File: src/rtl/mm_sched_pkg.sv
// rtl/mm_sched_pkg.sv - shared FSM encoding and TPM constants for mm_cmd_scheduler
package mm_sched_pkg;

  localparam logic [1:0] ST_IDLE   = 2'd0;
  localparam logic [1:0] ST_STROBE = 2'd1;
  localparam logic [1:0] ST_SETTLE = 2'd2;
  localparam logic [1:0] ST_RESP   = 2'd3;

  localparam logic [31:0] CC_GET_TEST_RESULT = 32'h0000017C;
  localparam logic [31:0] CC_GET_CAPABILITY  = 32'h0000017A;
  localparam logic [31:0] RC_FAILURE         = 32'h00000101;
  localparam logic [2:0]  OPSTATE_FAILURE    = 3'b101;

  // Commands the TPM must still execute while in failure mode.
  function automatic logic fail_exempt(input logic [31:0] cc);
    return (cc == CC_GET_TEST_RESULT) || (cc == CC_GET_CAPABILITY);
  endfunction

endpackage

File: src/rtl/mm_rr_arbiter.sv
// rtl/mm_rr_arbiter.sv - combinational round-robin grant, searching upward from ptr_i with wrap
module mm_rr_arbiter #(
  parameter int NUM_REQ = 4
) (
  input  logic [NUM_REQ-1:0]         req_i,
  input  logic [$clog2(NUM_REQ)-1:0] ptr_i,
  output logic [NUM_REQ-1:0]         gnt_o,
  output logic [$clog2(NUM_REQ)-1:0] idx_o,
  output logic                       any_o
);

  localparam int IW = $clog2(NUM_REQ);

  logic [IW-1:0] k;

  always_comb begin
    gnt_o = '0;
    idx_o = '0;
    any_o = 1'b0;
    k     = '0;
    for (int i = 0; i < NUM_REQ; i++) begin
      k = IW'((int'(ptr_i) + i) % NUM_REQ);
      if (!any_o && req_i[k]) begin
        any_o    = 1'b1;
        gnt_o[k] = 1'b1;
        idx_o    = k;
      end
    end
  end

endmodule

File: src/rtl/mm_cmd_scheduler.sv
// rtl/mm_cmd_scheduler.sv - arbitrates requesters onto the management_module command port
// Optional failure-mode gating is enabled with `define MM_SCHED_FAILGATE_EN.
module mm_cmd_scheduler
  import mm_sched_pkg::*;
#(
  parameter int NUM_REQ    = 4,
  parameter int START_CYC  = 2,
  parameter int SETTLE_CYC = 2
) (
  input  logic                       clock_i,
  input  logic                       reset_i,
  input  logic [NUM_REQ-1:0]         req_valid_i,
  input  logic [NUM_REQ*32-1:0]      req_cc_i,
  input  logic [NUM_REQ*33-1:0]      req_param_i,
  input  logic [NUM_REQ*8-1:0]       req_locality_i,
  output logic [NUM_REQ-1:0]         req_ready_o,
  output logic                       resp_valid_o,
  output logic [$clog2(NUM_REQ)-1:0] resp_id_o,
  output logic [31:0]                resp_rc_o,
  input  logic                       resp_ready_i,
  output logic                       mm_keyStart_n_o,
  output logic [31:0]                mm_cc_o,
  output logic [32:0]                mm_param_o,
  output logic [7:0]                 mm_locality_o,
  input  logic [31:0]                mm_rc_i,
  input  logic [2:0]                 mm_op_state_i,
  output logic                       busy_o
);

  localparam int IW = $clog2(NUM_REQ);
  localparam logic [15:0] START_LAST  = 16'(START_CYC - 1);
  localparam logic [15:0] SETTLE_LAST = 16'(SETTLE_CYC - 1);

  logic [1:0]         state_q, state_d;
  logic [15:0]        cnt_q, cnt_d;
  logic [IW-1:0]      ptr_q, ptr_d;
  logic [IW-1:0]      gnt_q, gnt_d;
  logic [NUM_REQ-1:0] ready_q, ready_d;
  logic               rvalid_q, rvalid_d;
  logic [IW-1:0]      rid_q, rid_d;
  logic [31:0]        rc_q, rc_d;
  logic               key_n_q, key_n_d;
  logic [31:0]        cc_q, cc_d;
  logic [32:0]        param_q, param_d;
  logic [7:0]         loc_q, loc_d;

  logic [NUM_REQ-1:0] arb_gnt;
  logic [IW-1:0]      arb_idx;
  logic               arb_any;
  logic [31:0]        sel_cc;
  logic [32:0]        sel_param;
  logic [7:0]         sel_loc;
  logic               blocked;

  mm_rr_arbiter #(.NUM_REQ(NUM_REQ)) u_arb (
    .req_i (req_valid_i),
    .ptr_i (ptr_q),
    .gnt_o (arb_gnt),
    .idx_o (arb_idx),
    .any_o (arb_any)
  );

  assign sel_cc    = req_cc_i[arb_idx*32 +: 32];
  assign sel_param = req_param_i[arb_idx*33 +: 33];
  assign sel_loc   = req_locality_i[arb_idx*8 +: 8];

`ifdef MM_SCHED_FAILGATE_EN
  assign blocked = (mm_op_state_i == OPSTATE_FAILURE) && !fail_exempt(sel_cc);
`else
  logic unused_op_state;
  assign unused_op_state = ^mm_op_state_i;
  assign blocked = 1'b0;
`endif

  always_comb begin
    state_d  = state_q;
    cnt_d    = cnt_q;
    ptr_d    = ptr_q;
    gnt_d    = gnt_q;
    ready_d  = '0;
    rvalid_d = rvalid_q;
    rid_d    = rid_q;
    rc_d     = rc_q;
    key_n_d  = key_n_q;
    cc_d     = cc_q;
    param_d  = param_q;
    loc_d    = loc_q;
    case (state_q)
      ST_IDLE: begin
        if (arb_any) begin
          ready_d = arb_gnt;
          ptr_d   = IW'((int'(arb_idx) + 1) % NUM_REQ);
          gnt_d   = arb_idx;
          cnt_d   = '0;
          // A blocked command answers immediately and leaves the mm_* port untouched.
          if (blocked) begin
            rvalid_d = 1'b1;
            rid_d    = arb_idx;
            rc_d     = RC_FAILURE;
            state_d  = ST_RESP;
          end else begin
            cc_d    = sel_cc;
            param_d = sel_param;
            loc_d   = sel_loc;
            key_n_d = 1'b0;
            state_d = ST_STROBE;
          end
        end
      end
      ST_STROBE: begin
        if (cnt_q == START_LAST) begin
          key_n_d = 1'b1;
          cnt_d   = '0;
          state_d = ST_SETTLE;
        end else begin
          cnt_d = cnt_q + 16'd1;
        end
      end
      ST_SETTLE: begin
        if (cnt_q == SETTLE_LAST) begin
          rvalid_d = 1'b1;
          rid_d    = gnt_q;
          rc_d     = mm_rc_i;
          state_d  = ST_RESP;
        end else begin
          cnt_d = cnt_q + 16'd1;
        end
      end
      ST_RESP: begin
        if (rvalid_q && resp_ready_i) begin
          rvalid_d = 1'b0;
          state_d  = ST_IDLE;
        end
      end
      default: state_d = ST_IDLE;
    endcase
  end

  always_ff @(posedge clock_i or posedge reset_i) begin
    if (reset_i) begin
      state_q  <= ST_IDLE;
      cnt_q    <= '0;
      ptr_q    <= '0;
      gnt_q    <= '0;
      ready_q  <= '0;
      rvalid_q <= 1'b0;
      rid_q    <= '0;
      rc_q     <= '0;
      key_n_q  <= 1'b1;
      cc_q     <= '0;
      param_q  <= '0;
      loc_q    <= '0;
    end else begin
      state_q  <= state_d;
      cnt_q    <= cnt_d;
      ptr_q    <= ptr_d;
      gnt_q    <= gnt_d;
      ready_q  <= ready_d;
      rvalid_q <= rvalid_d;
      rid_q    <= rid_d;
      rc_q     <= rc_d;
      key_n_q  <= key_n_d;
      cc_q     <= cc_d;
      param_q  <= param_d;
      loc_q    <= loc_d;
    end
  end

  assign req_ready_o     = ready_q;
  assign resp_valid_o    = rvalid_q;
  assign resp_id_o       = rid_q;
  assign resp_rc_o       = rc_q;
  assign mm_keyStart_n_o = key_n_q;
  assign mm_cc_o         = cc_q;
  assign mm_param_o      = param_q;
  assign mm_locality_o   = loc_q;
  assign busy_o          = (state_q != ST_IDLE);

endmodule

File: config.mk
export PLATFORM = sky130hd
export DESIGN_NAME = mm_cmd_scheduler
export DESIGN_NICKNAME = d
export VERILOG_FILES = /design/src/rtl/mm_sched_pkg.sv /design/src/rtl/mm_rr_arbiter.sv /design/src/rtl/mm_cmd_scheduler.sv
export SDC_FILE = /design/constraint.sdc
export NUM_CORES = 1
export LEC_CHECK = 0
export CAP_MARGIN = 10
export CORE_AREA = 2 2 175 177
export CTS_BUF_LIST = sky130_fd_sc_hd__clkbuf_4 sky130_fd_sc_hd__clkbuf_8
export CTS_CLUSTER_DIAMETER = 200
export DETAILED_ROUTE_END_ITERATION = 6
export DIE_AREA = 0 0 177 179
export HOLD_SLACK_MARGIN = 0.1
export REMOVE_ABC_BUFFERS = 1
export SLEW_MARGIN = 20
export SYNTH_ARGS = -nofsm -noshare
export SYNTH_HDL_FRONTEND = slang
export SYNTH_HIERARCHICAL = 1
export SYNTH_SLANG_ARGS = --single-unit
File: constraint.sdc
create_clock -name clock_i -period 7.97 [get_ports clock_i]
set_input_delay 1.9925 -clock clock_i [delete_from_list [all_inputs] [get_ports clock_i]]
set_output_delay 1.9925 -clock clock_i [all_outputs]
set_load 0.05 [all_outputs]
==> impl_summary.md, run 1 <==
Logic synthesis
Counting flops with a built-in enable in the synthesized netlist gives 0. Measured against the total synthesized area, the mux share comes to 0.384. For this run, the number of Yosys warnings is 6. The largest family of logic cells by synthesized area is multiplexers. The area share of and/or/nand/nor cells after synthesis is 0.0725. Counting flops and latches in the post-synthesis netlist gives 135.

The most used flip-flop cell after synthesis is sky130_fd_sc_hd__dfrtp_1. Of the total synthesized cell area, the portion taken by XOR and XNOR cells is 0.00111. The distinct cell type count after synthesis is 58. In this run the cell area of the synthesized design comes to 7890 sq um.

The fraction of the mapped netlist area in compound gates came to 0.0541. Synthesis handed over a netlist of 543 instances. The average instance in the mapped netlist occupies 14.5 sq um.

For this run, the register share of the synthesized area comes to 0.429. The share of synthesized cell area in full adder, half adder and majority cells is 0.0190. The post-synthesis async set-or-reset flop share is 1.00.

Clock tree
The cell at the root of the clock tree is sky130_fd_sc_hd__clkbuf_8. The later pin in the worst-skew pair is clocked with a latency of 0.45 ns. The clock passes through at most 2 buffers. The H-tree was split into 4 levels. The number of clock buffers added by TritonCTS is 17. The clock net sink count is 135. The clock-pin slew on the worst setup and hold paths is 0.09 ns.

The number of gates resized after CTS was 0. The clock tree from TritonCTS is done. Once the clock tree was built, the setup fixing pass inserted 0 buffers.

The number of hold buffers added after CTS was 0.

Power and ir drop
Of the total power, the share spent switching nets is 0.472. The share of power burned in registers is 0.200. The fraction of power consumed by the clock network is 0.098. The analysis attributes to cell leakage a power of 5.01 nW. The power per unit of standard cell area is 455 nW/um^2.

The internal power summed over all cells is 3.13 mW. The part of the total power dissipated in combinational logic is 0.702. The largest vdd supply drop is 303 uV.

The switching power is 2.80 mW.

Layout
The area growth from synthesis to final layout is 65.5%. Once layout is complete, the cells apart from fillers number 1376. The share of post-route cells with drive strength above 1 is 0.210. The fraction of the core area covered by cells at the end of the flow is 0.435. The sequential cells in the finished layout cover a total of 3380 sq um. In the final layout, the multi-input gates occupy 4220 sq um. The most frequent standard cell in the layout excluding fill and tap cells is sky130_fd_sc_hd__clkdlybuf4s50_1.

The number of antenna diodes in the final layout is 0. The net count reported at finish is 1313. The number of fill cells in the layout is 2825. In the layout the commonest cells are sky130_fd_sc_hd__clkdlybuf4s50_1 (444), sky130_fd_sc_hd__dfrtp_1 (134), sky130_fd_sc_hd__mux2_2 (76).

Timing
The routed design could run at a clock period as short as 5.25 ns. Dividing the final minimum period by the clock period gives 0.658. Setup repair after global routing left no endpoint under its margin. After layout, the worst setup slack is 2.72 ns.

The final worst clock skew is 0.0193 ns. The total of endpoints with negative setup slack in the final report is 0. For the pin with the worst max-slew slack, the measured transition is 1.06 ns. The number of hold violations in the final report is 0. The relative max-transition margin is 0.289. Static timing analysis puts the maximum clock frequency at 0.191 GHz. The final count of pins violating max slew is 0.

Drt
The DRC violation count after routing is 0. The first TritonRoute pass finished after 4 iterations. The detailed-route wire length per cell is 19.7 microns. Dividing the detail-routed via count by the number of cells gives 4.80. The final wirelength is 27200 microns. The number of nets with antenna violations after routing is 0.

The total via count in the routed design is 6600. The violation count after the first detailed-routing iteration is 232.

Global routing
The initial antenna violation count is 0. The via count of the first global-routing pass is 6826. For this run the aggregate overflow at the end of global routing stands at 0. The met3 track demand over resource is 0.0636. The busiest layer in global routing is met2. The maximum number of pins on one net before global-route repair is 77. Across every metal layer, demand over resource in global routing totals 0.166. The met2 track demand over resource in global routing is 0.291. The first global-routing pass estimated 39400 microns of wire. For met1 alone, demand over resource in global routing was 0.191.

Setup path
STA classifies the critical path startpoint as an input pin. The count of buffer and inverter cells on the critical path is 2. Traced cell by cell, the critical path runs through clkdlybuf4s50_1 > mux4_2 > nor3_1 > a32o_4 > buf_4 > mux4_2 > mux2_2. At the worst endpoint, the required time is 8.30 ns. The cell that appears most often on the critical path is sky130_fd_sc_hd__mux4_2. The maximum fanout along the worst path is 48.

The dominant delay contributor by cell family on the critical path is multiplexers. STA classifies the critical path endpoint as a flop. The standard cell with the maximum stage delay on the critical path is sky130_fd_sc_hd__a32o_4. The class of the most critical setup path is input pin to flop. The arrival time at the worst endpoint is 5.58 ns.

For this run, the slowest stage of the critical path takes 0.76 ns.

Outcome
The flow ran to the end, and the final reports show no timing, DRC or antenna violations.

Min path
The worst hold path class is flop to flop.

Floorplanning
The I/O pin count is 448. The floorplan has 64 rows. The floorplan step defined a core boundary enclosing 30000 sq um. The die covers 31700 sq um. From left edge to right edge, the die measures 177 microns. The die height is 179 microns. The initial core utilization is 0.263.

Placed design
The final weighted congestion in routability-driven placement is 0.750. Summed over all nets, the half-perimeter wirelength after detailed placement is 20900 microns. The post-placement setup slack is 2.29 ns. The number of input and output port buffers inserted is 444. The placed cell count is 1344.

Run
The reported max-cap violation count is 0.
## registers in the layout, indices dropped and copies added, names as in the netlist, 2 cells and up
| signal | count |
|---|---|
| mm_cc_o | 32 |
| req_ready_o | 4 |
| mm_param_o | 33 |
| cnt_q | 16 |
| state_q | 2 |
| mm_locality_o | 8 |
| gnt_q | 2 |
| ptr_q | 2 |
| resp_id_o | 2 |
| resp_rc_o | 32 |
## kinds of logic after synthesis
family	count (synthesis)
multiplexers	192
AND/OR/NAND/NOR	87
buffers and inverters	60
XOR/XNOR	1
AO/OA/AOI/OAI	56
adder cells (fa/ha/maj)	12
flip-flops	135
## routing by layer
layer / share of wire / vias up
li1: - / 2990
met1: 0.38 / 3338
met2: 0.52 / 255
met3: 0.084 / 17
met4: 0.012 / 0
met5: 0 / -
## final timing paths
check | cells after the start | endpoint | slack (ns) | start
min reg2reg | 1 | resp_rc_o[13]$_DFFE_PP0P_ | 0.49 | resp_rc_o[13]$_DFFE_PP0P_
max | 7 | mm_param_o[12]$_DFFE_PP0P_ | 2.72 | req_valid_i[3]
max reg2reg | 8 | mm_param_o[12]$_DFFE_PP0P_ | 3.75 | ptr_q[0]$_DFFE_PP0P_
max in group asynchronous | 3 | mm_param_o[18]$_DFFE_PP0P_ | 4.54 | reset_i
min in group asynchronous | 2 | resp_id_o[0]$_DFFE_PP0P_ | 2.00 | reset_i
min | 1 | resp_rc_o[13]$_DFFE_PP0P_ | 0.49 | resp_rc_o[13]$_DFFE_PP0P_
## area by class of cell
type	count	area share
multi-input combinational	348	0.324
tap	396	0.0380
sequential	135	0.259
inverter	16	0.00499
clock buffer	17	0.0179
clock inverter	15	0.0120
timing repair buffer	449	0.344
## worst register-to-register path, stage by stage (launching register included)
cell and delay, ns:
sky130_fd_sc_hd__dfrtp_1 0.73, sky130_fd_sc_hd__inv_1 0.15, sky130_fd_sc_hd__ha_1 0.38, sky130_fd_sc_hd__mux4_2 0.44, sky130_fd_sc_hd__nor3_1 0.37, sky130_fd_sc_hd__a32o_4 0.76, sky130_fd_sc_hd__buf_4 0.57, sky130_fd_sc_hd__mux4_2 0.44
sky130_fd_sc_hd__mux2_2 0.28
## power by group through the flow
stage	Sequential (mW)	Clock [mW]	Combinational [mW]
after floorplan	2.19	0	2.16
after global placement	1.19	0	4.23
after detailed placement	1.20	0	4.25
after CTS	1.19	0.609	4.26
after global routing	1.23	0.644	4.42
final	1.19	0.582	4.16
## Yosys cell counts, drive strengths merged (2+ instances only)
library cell | number | area, sq um
nor4b | 4 | 71.3
nand2 | 13 | 51.3
o211ai | 3 | 22.5
and3 | 4 | 25.0
buf | 30 | 204
nor2b | 3 | 18.8
dfrtp | 134 | 3350
nor2 | 11 | 41.3
a22oi | 8 | 60.1
inv | 16 | 60.1
mux2i | 4 | 40.0
mux4 | 77 | 1740
mux2 | 111 | 1250
ha | 12 | 150
nand3 | 15 | 75.1
nand4 | 13 | 87.6
o2111ai | 4 | 35.0
o2bb2ai | 3 | 26.3
nand2b | 2 | 12.5
o22ai | 2 | 12.5
and2 | 2 | 12.5
or2 | 2 | 12.5
nor3 | 2 | 10.0
and4 | 7 | 61.3
clkbuf | 14 | 52.6
o21ai | 18 | 90.1
a311oi | 6 | 65.1
nor4 | 5 | 61.3
## metrics by stage
| step | area, sq um | TNS, ns | hold slack, ns | total power [mW] |
|---|---|---|---|---|
| after CTS | 13000 | 0 | 0.495 | 6.06 |
| after global placement | 12700 | 0 | 0.466 | 5.41 |
| final | 13000 | 0 | 0.491 | 5.93 |
| after global routing | 13000 | 0 | 0.500 | 6.30 |
| after detailed placement | 12700 | 0 | 0.471 | 5.45 |
| after floorplan | 7630 | -425.83 | 0.459 | 4.34 |
Note: power is estimated with default switching activity, not from simulation.
==> inputs of run 2 (changes only) <==
==> constraint.sdc (replaced) <==
create_clock -name clock_i -period 4.7 [get_ports clock_i]
set_input_delay 1.175 -clock clock_i [delete_from_list [all_inputs] [get_ports clock_i]]
set_output_delay 1.175 -clock clock_i [all_outputs]
set_load 0.05 [all_outputs]
==> run 2 against run 1 <==
Net effect: clock skew increased by 0.0017 ns; die area unchanged; critical path type unchanged; flip-flop and latch count unchanged; critical endpoint is now mm_param_o[2]$_DFFE_PP0P_; utilization increased by 0.61 points; largest power group unchanged; hold slack got worse by 0.0014 ns; first-iteration DRC count decreased by 6.0%.
==> impl_summary.md, run 2 (synthesis results as in run 1) <==
Global routing
Entering global routing, the biggest net connects 69 pins. The initial antenna violation count is 3. The global-route usage over all layers is 0.167.

The sum of overflow across all layers after global routing is 0. The via count of the first global-routing pass is 6922. The first-pass GRT wire length is 39700 microns.

Drt
The number of nets with antenna violations after routing is 0. The violation count after the first detailed-routing iteration is 218. After detailed routing, the wire length on met1 is 10200 microns. The routed length on met3 is 2630 microns. Wires add up to 27100 microns. The DRC violation count after routing is 0. The average via count per standard cell is 4.73. The top routing layer in use is met4.

The total via count in the routed design is 6588. The first TritonRoute pass finished after 4 iterations. In the detailed route, the total length drawn on met2 is 14000 microns. Dividing the detail-routed wire length by the instance count gives 19.4 microns.

Clock tree
The number of buffers created by CTS is 17. The H-tree depth is 4. The maximum clock path buffer count is 2. The cell at the root of the clock tree is sky130_fd_sc_hd__clkbuf_8. TritonCTS built the clock tree. The buffer count from post-CTS setup fixing is 0. The clock-pin slew on the worst setup and hold paths is 0.09 ns. Gates resized during post-CTS repair numbered 0. The clock net sink count is 135.

The number of buffers added to fix hold violations after cts is 0. The source-to-sink clock delay at the later pin of the worst-skew pair is 0.46 ns.

Layout
The number of non-filler instances in the completed layout is 1394. The footprint of the flip-flops and latches is 3380 sq um. The share of post-route cells with drive strength above 1 is 0.222. The fraction of the core area covered by cells at the end of the flow is 0.441. Leaving out fill and tap cells, the most frequent cells in the layout are sky130_fd_sc_hd__clkdlybuf4s50_1 (444), sky130_fd_sc_hd__dfrtp_1 (134), sky130_fd_sc_hd__mux2_2 (76).

The number of fill cells in the layout is 2825. The register with the most flip-flops in the layout has 33 of them. Compared with the post-synthesis result, the final layout area differs by 67.8%.

The net count reported at finish is 1328. Leaving out fill and tap cells, the most frequent cell in the layout is sky130_fd_sc_hd__clkdlybuf4s50_1. Summing all multi-input logic gate instances after layout gives 4220 sq um.

Setup path
Counting cells, the worst reg-to-reg path comes to 8. For flop-to-flop paths, the worst setup slack is 0.97 ns. The data required time of the worst path is 5.03 ns.

The endpoint of the worst register-to-register path is mm_param_o[2]$_DFFE_PP0P_. The startpoint identified for the worst register-to-register timing path is ptr_q[1]$_DFFE_PP0P_. STA classifies the critical path endpoint as a flop. The biggest cell delay along the critical path is 0.85 ns. The standard cell with the maximum stage delay on the critical path is sky130_fd_sc_hd__o31ai_4. Of all nets on the critical path, the largest fanout is 26.

The critical path launch point type is an input pin. The class of the most critical setup path is input pin to flop. At the worst endpoint, the arrival time is 4.47 ns.

Traced cell by cell, the critical path runs through clkdlybuf4s50_1 > mux4_1 > nor2b_1 > nor2_1 > o31ai_4 > buf_12 > mux4_2 > mux2_2.

Floorplanning
The die height is 179 microns. The core footprint is 30000 sq um. The floorplan row count is 64. The floorplan step defined a die boundary enclosing 31700 sq um. For this configuration, the core starts out at a cell density of 0.263. The I/O pin count is 448.

The die outline width is 177 microns.

Min path
The worst hold path class is flop to flop. For hold timing, the worst endpoint is resp_rc_o[14]$_DFFE_PP0P_. The hold path startpoint is resp_rc_o[14]$_DFFE_PP0P_. The worst hold path stage count is 1.

Timing
For the pin with the worst max-slew slack, the measured transition is 1.06 ns. The number of hold violations in the final report is 0. The final setup slack of the worst path is 0.557 ns. Between clock sinks in the finished design, the worst skew comes to 0.0210 ns. The total of endpoints with negative setup slack in the final report is 0. Dividing the final minimum period by the clock period gives 0.881. The final total negative setup slack is 0 ns.

Static timing analysis puts the maximum clock frequency at 0.241 GHz. Setup repair after global routing left no endpoint under its margin. The final hold slack is 0.489 ns. In this run the tightest slew margin relative to its limit is 0.295. The time the final worst path needs with I/O delays and setup is 4.14 ns. The final count of pins violating max slew is 0.

Power and ir drop
The static power due to leakage is 5.10 nW. The power per unit of standard cell area is 776 nW/um^2. The largest vdd supply drop is 364 uV.

Placed design
Detailed placement ended at an HPWL of 21200 microns. The final weighted congestion in routability-driven placement is 0.748. The number of input and output port buffers inserted is 444.

Before CTS, the worst setup slack after placement is 0.0599 ns. The placed cell count is 1359.

Outcome
The run finished with clean final reports.

Run
The reported max-cap violation count is 0.
==> run 2: cell count changes in the layout (fill, tap and decap cells not counted), sizes merged <==
| cell | previous run | this run |
|---|---|---|
| inv | 25 | 26 |
| bufinv | 1 | 0 |
| clkinv | 2 | 1 |
| buf | 5 | 20 |
| clkinvlp | 3 | 4 |
| diode | 0 | 3 |
==> run 2: stage by stage <==
| stage | area (sq um) | total power, mW |
|---|---|---|
| floorplan | 7630 | 7.04 |
| global placement | 12800 | 9.44 |
| detailed placement | 12900 | 9.48 |
| CTS | 13200 | 10.5 |
| global route | 13200 | 10.9 |
| finish | 13200 | 10.3 |
==> run 2: worst max-delay path, delay by kind of cell <==
family,cells,cell delay [ns]
AOI/OAI and AO/OA,1,0.85
and+or+nand+nor,2,0.20
muxes,3,1.41
buffers and inverters,2,0.81
==> run 2: worst max-delay path by stage <==
stage          cells past startpoint      startpoint                    endpoint  slack (ns)
6_report                           8  req_valid_i[3]   mm_param_o[2]$_DFFE_PP0P_        0.56
2_1_floorplan                      6  req_valid_i[0]      mm_cc_o[0]$_DFFE_PP0P_       -8.08
5_1_grt                            8  req_valid_i[3]  mm_param_o[12]$_DFFE_PP0P_        0.39
3_5_place_dp                       8  req_valid_i[3]  mm_param_o[12]$_DFFE_PP0P_        0.06
4_1_cts                            8  req_valid_i[3]   mm_param_o[2]$_DFFE_PP0P_        0.56
3_3_place_gp                       8  req_valid_i[3]   mm_param_o[2]$_DFFE_PP0P_        0.07
==> run 2: routing by layer <==
metal  up-vias  global-route usage
met5         -                   0
met4         0              0.0437
met3        18              0.0662
met2       268               0.284
met1      3272               0.196
li1       3030                   -
==> run 2: power by group <==
part	internal (mW)	switching (mW)	leakage [nW]
Clock	0.387	0.552	0.178
Combinational	3.37	3.96	3.28
Sequential	1.71	0.281	1.64
Total	5.47	4.80	5.10
==> run 2: cell type report <==
class                      instances  area share
clock buffer                      17      0.0177
clock inverter                    15      0.0100
timing repair buffer             464       0.355
sequential                       135       0.255
inverter                          16     0.00492
tap                              396      0.0374
multi-input combinational        348       0.319
antenna                            3    0.000567
